$ cat config.mk
export PLATFORM = sky130hd
export DESIGN_NAME = pc_sequencer
export DESIGN_NICKNAME = d
export VERILOG_FILES = /design/src/rtl/pc_sequencer.sv
export SDC_FILE = /design/constraint.sdc
export NUM_CORES = 1
export LEC_CHECK = 0
export CAP_MARGIN = 20
export CORE_MARGIN = 5
export CORE_UTILIZATION = 45
export DETAILED_ROUTE_END_ITERATION = 12
export PLACE_DENSITY = 0.83
export SLEW_MARGIN = 5
export SYNTH_ARGS = -nofsm -noshare
export SYNTH_HDL_FRONTEND = slang
export SYNTH_SLANG_ARGS = --single-unit
export TNS_END_PERCENT = 20
$ cat constraint.sdc
create_clock -name clk -period 2.2 [get_ports clk]
set_input_delay 0.33 -clock clk [delete_from_list [all_inputs] [get_ports clk]]
set_output_delay 0.33 -clock clk [all_outputs]
set_load 0.005 [all_outputs]
$ cat src/rtl/pc_sequencer.sv
// Next-address controller for the CPU program counter.
// Sequential/jump/branch/call/return selection with a small return stack.
module pc_sequencer #(
  parameter int unsigned    AW        = 8,
  parameter int unsigned    DEPTH     = 4,
  parameter logic [AW-1:0]  RESET_VEC = '0
) (
  input  logic                     clk,
  input  logic                     rst,
  input  logic                     en,
  input  logic                     jmp,
  input  logic [AW-1:0]            jmp_addr,
  input  logic                     br,
  input  logic                     br_cond,
  input  logic [AW-1:0]            br_addr,
  input  logic                     call,
  input  logic [AW-1:0]            call_addr,
  input  logic                     ret,
  input  logic                     halt,
  input  logic                     resume,
  output logic [AW-1:0]            o_pc_next,
  output logic [AW-1:0]            o_pc,
  output logic [$clog2(DEPTH):0]   o_sp,
  output logic                     o_halted,
  output logic                     o_fault
);

  localparam int unsigned IW = $clog2(DEPTH);
  localparam int unsigned SW = IW + 1;

  typedef enum logic [1:0] {
    RUN   = 2'd0,
    HALT  = 2'd1,
    FAULT = 2'd2
  } state_t;

  state_t          st, st_n;
  logic [AW-1:0]   pc_n;
  logic [SW-1:0]   sp_n;
  logic            push;
  logic [AW-1:0]   stk [DEPTH];
  logic [IW-1:0]   wr_idx, rd_idx;
  logic [AW-1:0]   pc_inc;

  assign wr_idx = o_sp[IW-1:0];
  assign rd_idx = o_sp[IW-1:0] - 1'b1;
  assign pc_inc = o_pc + 1'b1;

  always_comb begin
    pc_n = o_pc;
    sp_n = o_sp;
    st_n = st;
    push = 1'b0;
    case (st)
      RUN: begin
        if (en) begin
          // Priority chain: lower-priority requests are dropped.
          if (halt) begin
            st_n = HALT;
          end else if (ret) begin
            if (o_sp == '0) begin
              st_n = FAULT;
            end else begin
              pc_n = stk[rd_idx];
              sp_n = o_sp - 1'b1;
            end
          end else if (call) begin
            if (o_sp == SW'(DEPTH)) begin
              st_n = FAULT;
            end else begin
              push = 1'b1;
              pc_n = call_addr;
              sp_n = o_sp + 1'b1;
            end
          end else if (jmp) begin
            pc_n = jmp_addr;
          end else if (br && br_cond) begin
            pc_n = br_addr;
          end else begin
            pc_n = pc_inc;
          end
        end
      end
      HALT: begin
        if (resume) st_n = RUN;
      end
      default: ;
    endcase
  end

  assign o_pc_next = pc_n;

  always_ff @(posedge clk or negedge rst) begin
    if (!rst) begin
      st       <= RUN;
      o_pc     <= RESET_VEC;
      o_sp     <= '0;
      o_halted <= 1'b0;
      o_fault  <= 1'b0;
    end else begin
      st       <= st_n;
      o_pc     <= pc_n;
      o_sp     <= sp_n;
      o_halted <= (st_n == HALT);
      o_fault  <= (st_n == FAULT);
    end
  end

  always_ff @(posedge clk) begin
    if (push) stk[wr_idx] <= pc_inc;
  end

endmodule

**After elaboration in Yosys (flattened, before gate mapping)**

Memories as Yosys holds them, arrays and structs flattened.
Cells that the tools add are included.

- Logic and storage cells: 51
- RAM bits: 32
- Register bits after elaboration: 15
- Memories: 1

Memory list:

| name | depth | width | rd ports | clocked after Yosys merged registers in | wr ports | line | text |
|---|---|---|---|---|---|---|---|
| stk | 4 | 8 | 1 | 0 | 1 | 41 | `logic [AW-1:0] stk [DEPTH];` |

- Equal/unequal tests: 6
- $add $sub $neg: 4
- Reduce and logical (&&, ||, !) cells: 5
- Mux-type cells: 29
- Bitwise gates (word level): 1

Operator list:

| cell | count |
|---|---|
| 8-bit 2-to-1 mux | 9 |
| 2-bit 2-to-1 mux | 7 |
| 3-bit 2-to-1 mux | 4 |
| 8-bit by 1-bit adder with 8-bit output, second input constant | 1 |
| 1-bit 2-to-1 mux | 8 |
| 6-bit AND reduction | 1 |
| 2-bit by 1-bit == test with 1-bit output, second input constant | 2 |
| 2-bit != test, second input constant | 2 |
| 2-bit one-hot mux with 2 select lines | 1 |
| 3-bit by 1-bit adder with 3-bit output, second input constant | 1 |
| 3-bit == test, second input constant | 1 |
| 3-bit zero test | 1 |
| 3-bit by 1-bit subtractor with 3-bit output, second input constant | 1 |
| 2-bit == test, second input constant | 1 |
| 2-bit zero test | 1 |
| 2-bit nonzero test | 1 |
| 2-bit by 1-bit subtractor with 2-bit output, second input constant | 1 |
| 1-bit logical AND | 1 |
| 1-bit inverter | 1 |

**Longest topological paths before layout**

- Word-level depth: 9
- Depth in mapped cells: 8
- Gate-level depth less buffers: 6

**Least setup slack after synthesis**

OpenSTA, ideal clock, no wires.

- Kind: reg2out
- Start: register o_sp[0]
- End: output port o_pc_next[2]
- Path slack: -168 ps
- Cell stages (with the launch flop): 9
- Required time: 1,870 ps
- Arrival: 2,038 ps
- Path buffers: 2
- Cells stage by stage: dfrtp_1 > buf_4 > inv_1 > ha_1 > clkbuf_1 > mux4_2 > nor3_1 > a31oi_1 > o221a_2

- Cells in the longest elaborated chain, start to end: 7

RTL lines:

| element | line | text |
|---|---|---|
| start: declaration | 23 | `output logic [$clog2(DEPTH):0] o_sp,` |
| start signal: assignment | 103 | `o_sp <= sp_n;` |
| 2-bit by 1-bit subtractor with 2-bit output | 46 | `assign rd_idx = o_sp[IW-1:0] - 1'b1;` |
| named net rd_idx[0] | 42 | `logic [IW-1:0] wr_idx, rd_idx;` |
| memory 4 x 8 bit | n/a |  |
| 8-bit 2-to-1 mux | 61 | `if (o_sp == '0) begin` |
| 8-bit 2-to-1 mux | 60 | `end else if (ret) begin` |
| 8-bit 2-to-1 mux | 58 | `if (halt) begin` |
| 8-bit 2-to-1 mux | 56 | `if (en) begin` |
| 8-bit 2-to-1 mux | 54 | `case (st)` |
| end: declaration | 21 | `output logic [AW-1:0] o_pc_next,` |

The timed path passes the listed nets, and every way through them passes these cells.

**Worst setup path in the final report**

- Start: register st[0]
- End: output port o_pc_next[1]

- Cells in the longest elaborated chain, start to end: 2

RTL lines:

| element | line | text |
|---|---|---|
| start: declaration | 37 | `state_t st, st_n;` |
| start signal: assignment | 101 | `st <= st_n;` |
| 2-bit zero test | 54 |  |
| 8-bit 2-to-1 mux | 54 |  |

No other way between the ends.

==> impl_metrics.tcl <==
set metrics [dict create \
    run_status "finished with violations" \
    violations "setup timing" \
    peakVddDrop_v 0.0003951 \
    grtUsageTotal 0.2362 \
    synthDominantCellAreaShare 0.3861 \
    dr.pass1.iters 4 \
    crit_path_end_kind "output pin" \
    grt.busiest_layer "met2" \
    finalSetupViolations 8 \
    cts-root-buf "clkbuf_8" \
    finalNonFillerCells 391 \
    detailed_place.area_um2 3547 \
    boundaryPins 55 \
    setup_ws_ns -0.2821 \
    synth-edff-count 32 \
    via_per_inst 5.785 \
    rsz0062_at_grt "yes" \
    fp.coreArea_um2 5439 \
    critPathMaxFanout 6 \
    fin_skew_ns 0.008383 \
    synth-seq-cells 47 \
    place_congestion 0.9413 \
    drt_wl_total_mm 8.125 \
    gr-usage-met2 0.3996 \
    fin_hold_ws_ns 0.3501 \
    clock_latency_ns 0.31 \
    min_period_ns 2.482 \
    netlist_area_um2 2489 \
    grt_use_met1 0.2919 \
    drive_above_1_share 0.3574 \
    ys_seq_area_frac 0.5370 \
    synth_flop_cell "edfxtp_1" \
    vias 2262 \
    fp.dieW_um 84.37 \
    slew_viol_final 0 \
    drt_iter0_markers 313 \
    synth_largest_area_cell "edfxtp_1" \
    power_density_nw_per_um2 505.6 \
    period_share 1.128 \
    critical_path_class "flip-flop to output pin" \
    grt_pass1_vias 2416 \
    cp-start-kind "flip-flop" \
    slew_headroom 0.7113 \
    final_cell_mix "63 x buf_4, 44 x clkdlybuf4s50_1, 32 x edfxtp_1" \
    diodes 0 \
    synthCells 197 \
    grt_max_degree 16 \
    syn_nets 237 \
    nets 359 \
    cts_inserted_buffers 5 \
    cts_max_path_buffers 2 \
    cts_tree "done" \
    setup_tns_ns -1.725 \
    antenna_found_initial 0 \
    avgSynthCellArea_um2 12.63 \
    met3_usage 0.05594 \
    min_path_type "input pin to asynchronous set/reset pin" \
    num_rows 27 \
    yosysWarnings 0 \
    wire_per_inst_um 20.78 \
    synthToLayoutAreaGrowth_pct 52.99 \
    place_hpwl_mm 5.640 \
    synth_area_leaders "edfxtp_1 39%, dfrtp_1 15%, mux4_2 7.2%" \
    crit_buf_inv 3 \
    clkTransAtPathRegs_ns 0.09 \
    die_y_um 84.37 \
    port_buffers 54 \
    critical-path-top-delay-family "simple AND/OR/NAND/NOR gates" \
    grt-ovfl-total 0 \
    cts.htree.levels 2 \
    cpMaxStageDelayCell "or4b_4" \
    ys_types 52 \
    holdBufCountCts 0 \
    crit_chain "or4b_4 -> buf_8 -> nor3_4 -> buf_4 -> a221o_1 -> clkdlybuf4s15_2" \
    start_util 0.4576 \
    slowest_delay_ns 0.55 \
    placed_cells 374 \
    drv_cap 0 \
    final_area_um2 3807 \
    drcViolationCount 0 \
    async_reset_ff_frac 0.3191 \
    cts_num_sinks 47 \
    layout_commonest_cell "buf_4" \
    p_leak_nw 1.567 \
    required_ns 1.87 \
    arrival_ns 2.15 \
    grt_pass1_wl_mm 12.81 \
    timing.fmax_ghz 0.4029 \
    worst_slew_pin_slew_ns 0.4312 \
    die_area_um2 7117 \
    drtAntennaViolNets 0 \
    finalHoldViolCount 0 \
]
[Yosys cell counts (2+ instances only)]
| cell type | instances |
|---|---|
| edfxtp_1 | 32 |
| dfrtp_1 | 15 |
| nand2_1 | 13 |
| nand3_1 | 11 |
| o21ai_0 | 10 |
| inv_1 | 9 |
| and3_1 | 8 |
| mux4_2 | 8 |
| a21oi_1 | 7 |
| clkbuf_1 | 5 |
| ha_1 | 5 |
| a31oi_1 | 4 |
| mux2i_1 | 4 |
| nor2_1 | 4 |
| o21ai_1 | 4 |
| a221o_1 | 3 |
| mux2_2 | 3 |
| nor2b_1 | 3 |
| nor3_1 | 3 |
| o211ai_1 | 3 |
| o21a_1 | 3 |
| xnor2_1 | 3 |
| xor2_1 | 3 |
| a22oi_1 | 2 |
| buf_2 | 2 |
| nand4_1 | 2 |
| nor3_4 | 2 |
| or3_1 | 2 |
[what timing repair did]
item | 4_1_cts | 5_1_grt
pin swaps | 11 | 3
setup buffers | 10 | 0
setup endpoints to repair | 8 | 8
gates resized for setup | 46 | 4
[report_power, final]
part           internal, mW  total (mW)  switching (mW)
sequential            0.949       0.958         0.00880
clock                 0.333       0.639           0.307
combinational         0.183       0.328           0.145
total                  1.46        1.92           0.460
[layout make-up]
class	instances	area (um^2)
inverters	10	37.54
clock inverters	2	37.54
multi-input cells	131	1127
clock buffers	5	68.82
fillers	362	1632
well taps	72	90.09
repair buffers	124	1110
flip-flops and latches	47	1336
[registers in the layout, summed over array words and instances (netlist names)]
register and cells:
stk 32, o_pc 8, o_sp 3, st 2
o_fault 1, o_halted 1
[worst paths after layout]
kind,from,end,slack [ns],depth (start not counted)
setup / recovery,st[0]$_DFF_PN0_,o_pc_next[1],-0.28,6
hold / removal,rst,o_sp[0]$_DFFE_PN0P_,0.35,2
setup reg to reg,st[0]$_DFF_PN0_,stk[0][5]$_DFFE_PP_,0.09,7
hold reg to reg,st[1]$_DFF_PN0_,o_halted$_DFF_PN0_,0.56,2
max in group asynchronous,rst,o_pc[6]$_DFF_PN0_,1.65,2
min in group clk,en,o_halted$_DFF_PN0_,0.55,4
[worst register-to-register path, stage by stage, from the launching register on]
cell	delay (ns)
dfrtp_1	0.39
or4b_4	0.55
buf_8	0.16
buf_4	0.15
nor2_4	0.09
buf_6	0.13
and3_1	0.19
buf_4	0.17
[cells by family (layout without fill, tap and decap cells)]
family / after synthesis / in the layout / synth area share
muxes: 15 / 15 / 0.1021
DFF: 47 / 47 / 0.5370
buffers and inverters: 19 / 141 / 0.03419
adders and majority gates: 6 / 6 / 0.03318
xor gates and xnor gates: 6 / 6 / 0.02112
and+or+nand+nor: 56 / 56 / 0.1342
AOI/OAI and AO/OA: 48 / 48 / 0.1383
[through the flow]
stage,worst slack (ns),utilization,power (mW)
final,-0.2821,0.7000,1.925
after global routing,-0.3116,0.7000,1.989
after CTS,-0.2172,0.6973,1.912
after detailed placement,-0.6435,0.6522,1.275
after global placement,-0.6495,0.6522,1.267
after floorplan,0.02147,-,1.086
[per-layer routing]
layer,vias up,share of wire
met5,-,0
met4,0,0.031
met2,139,0.50
met1,1087,0.37
li1,1007,-
met3,29,0.093
Note: power is estimated with default switching activity, not from simulation.
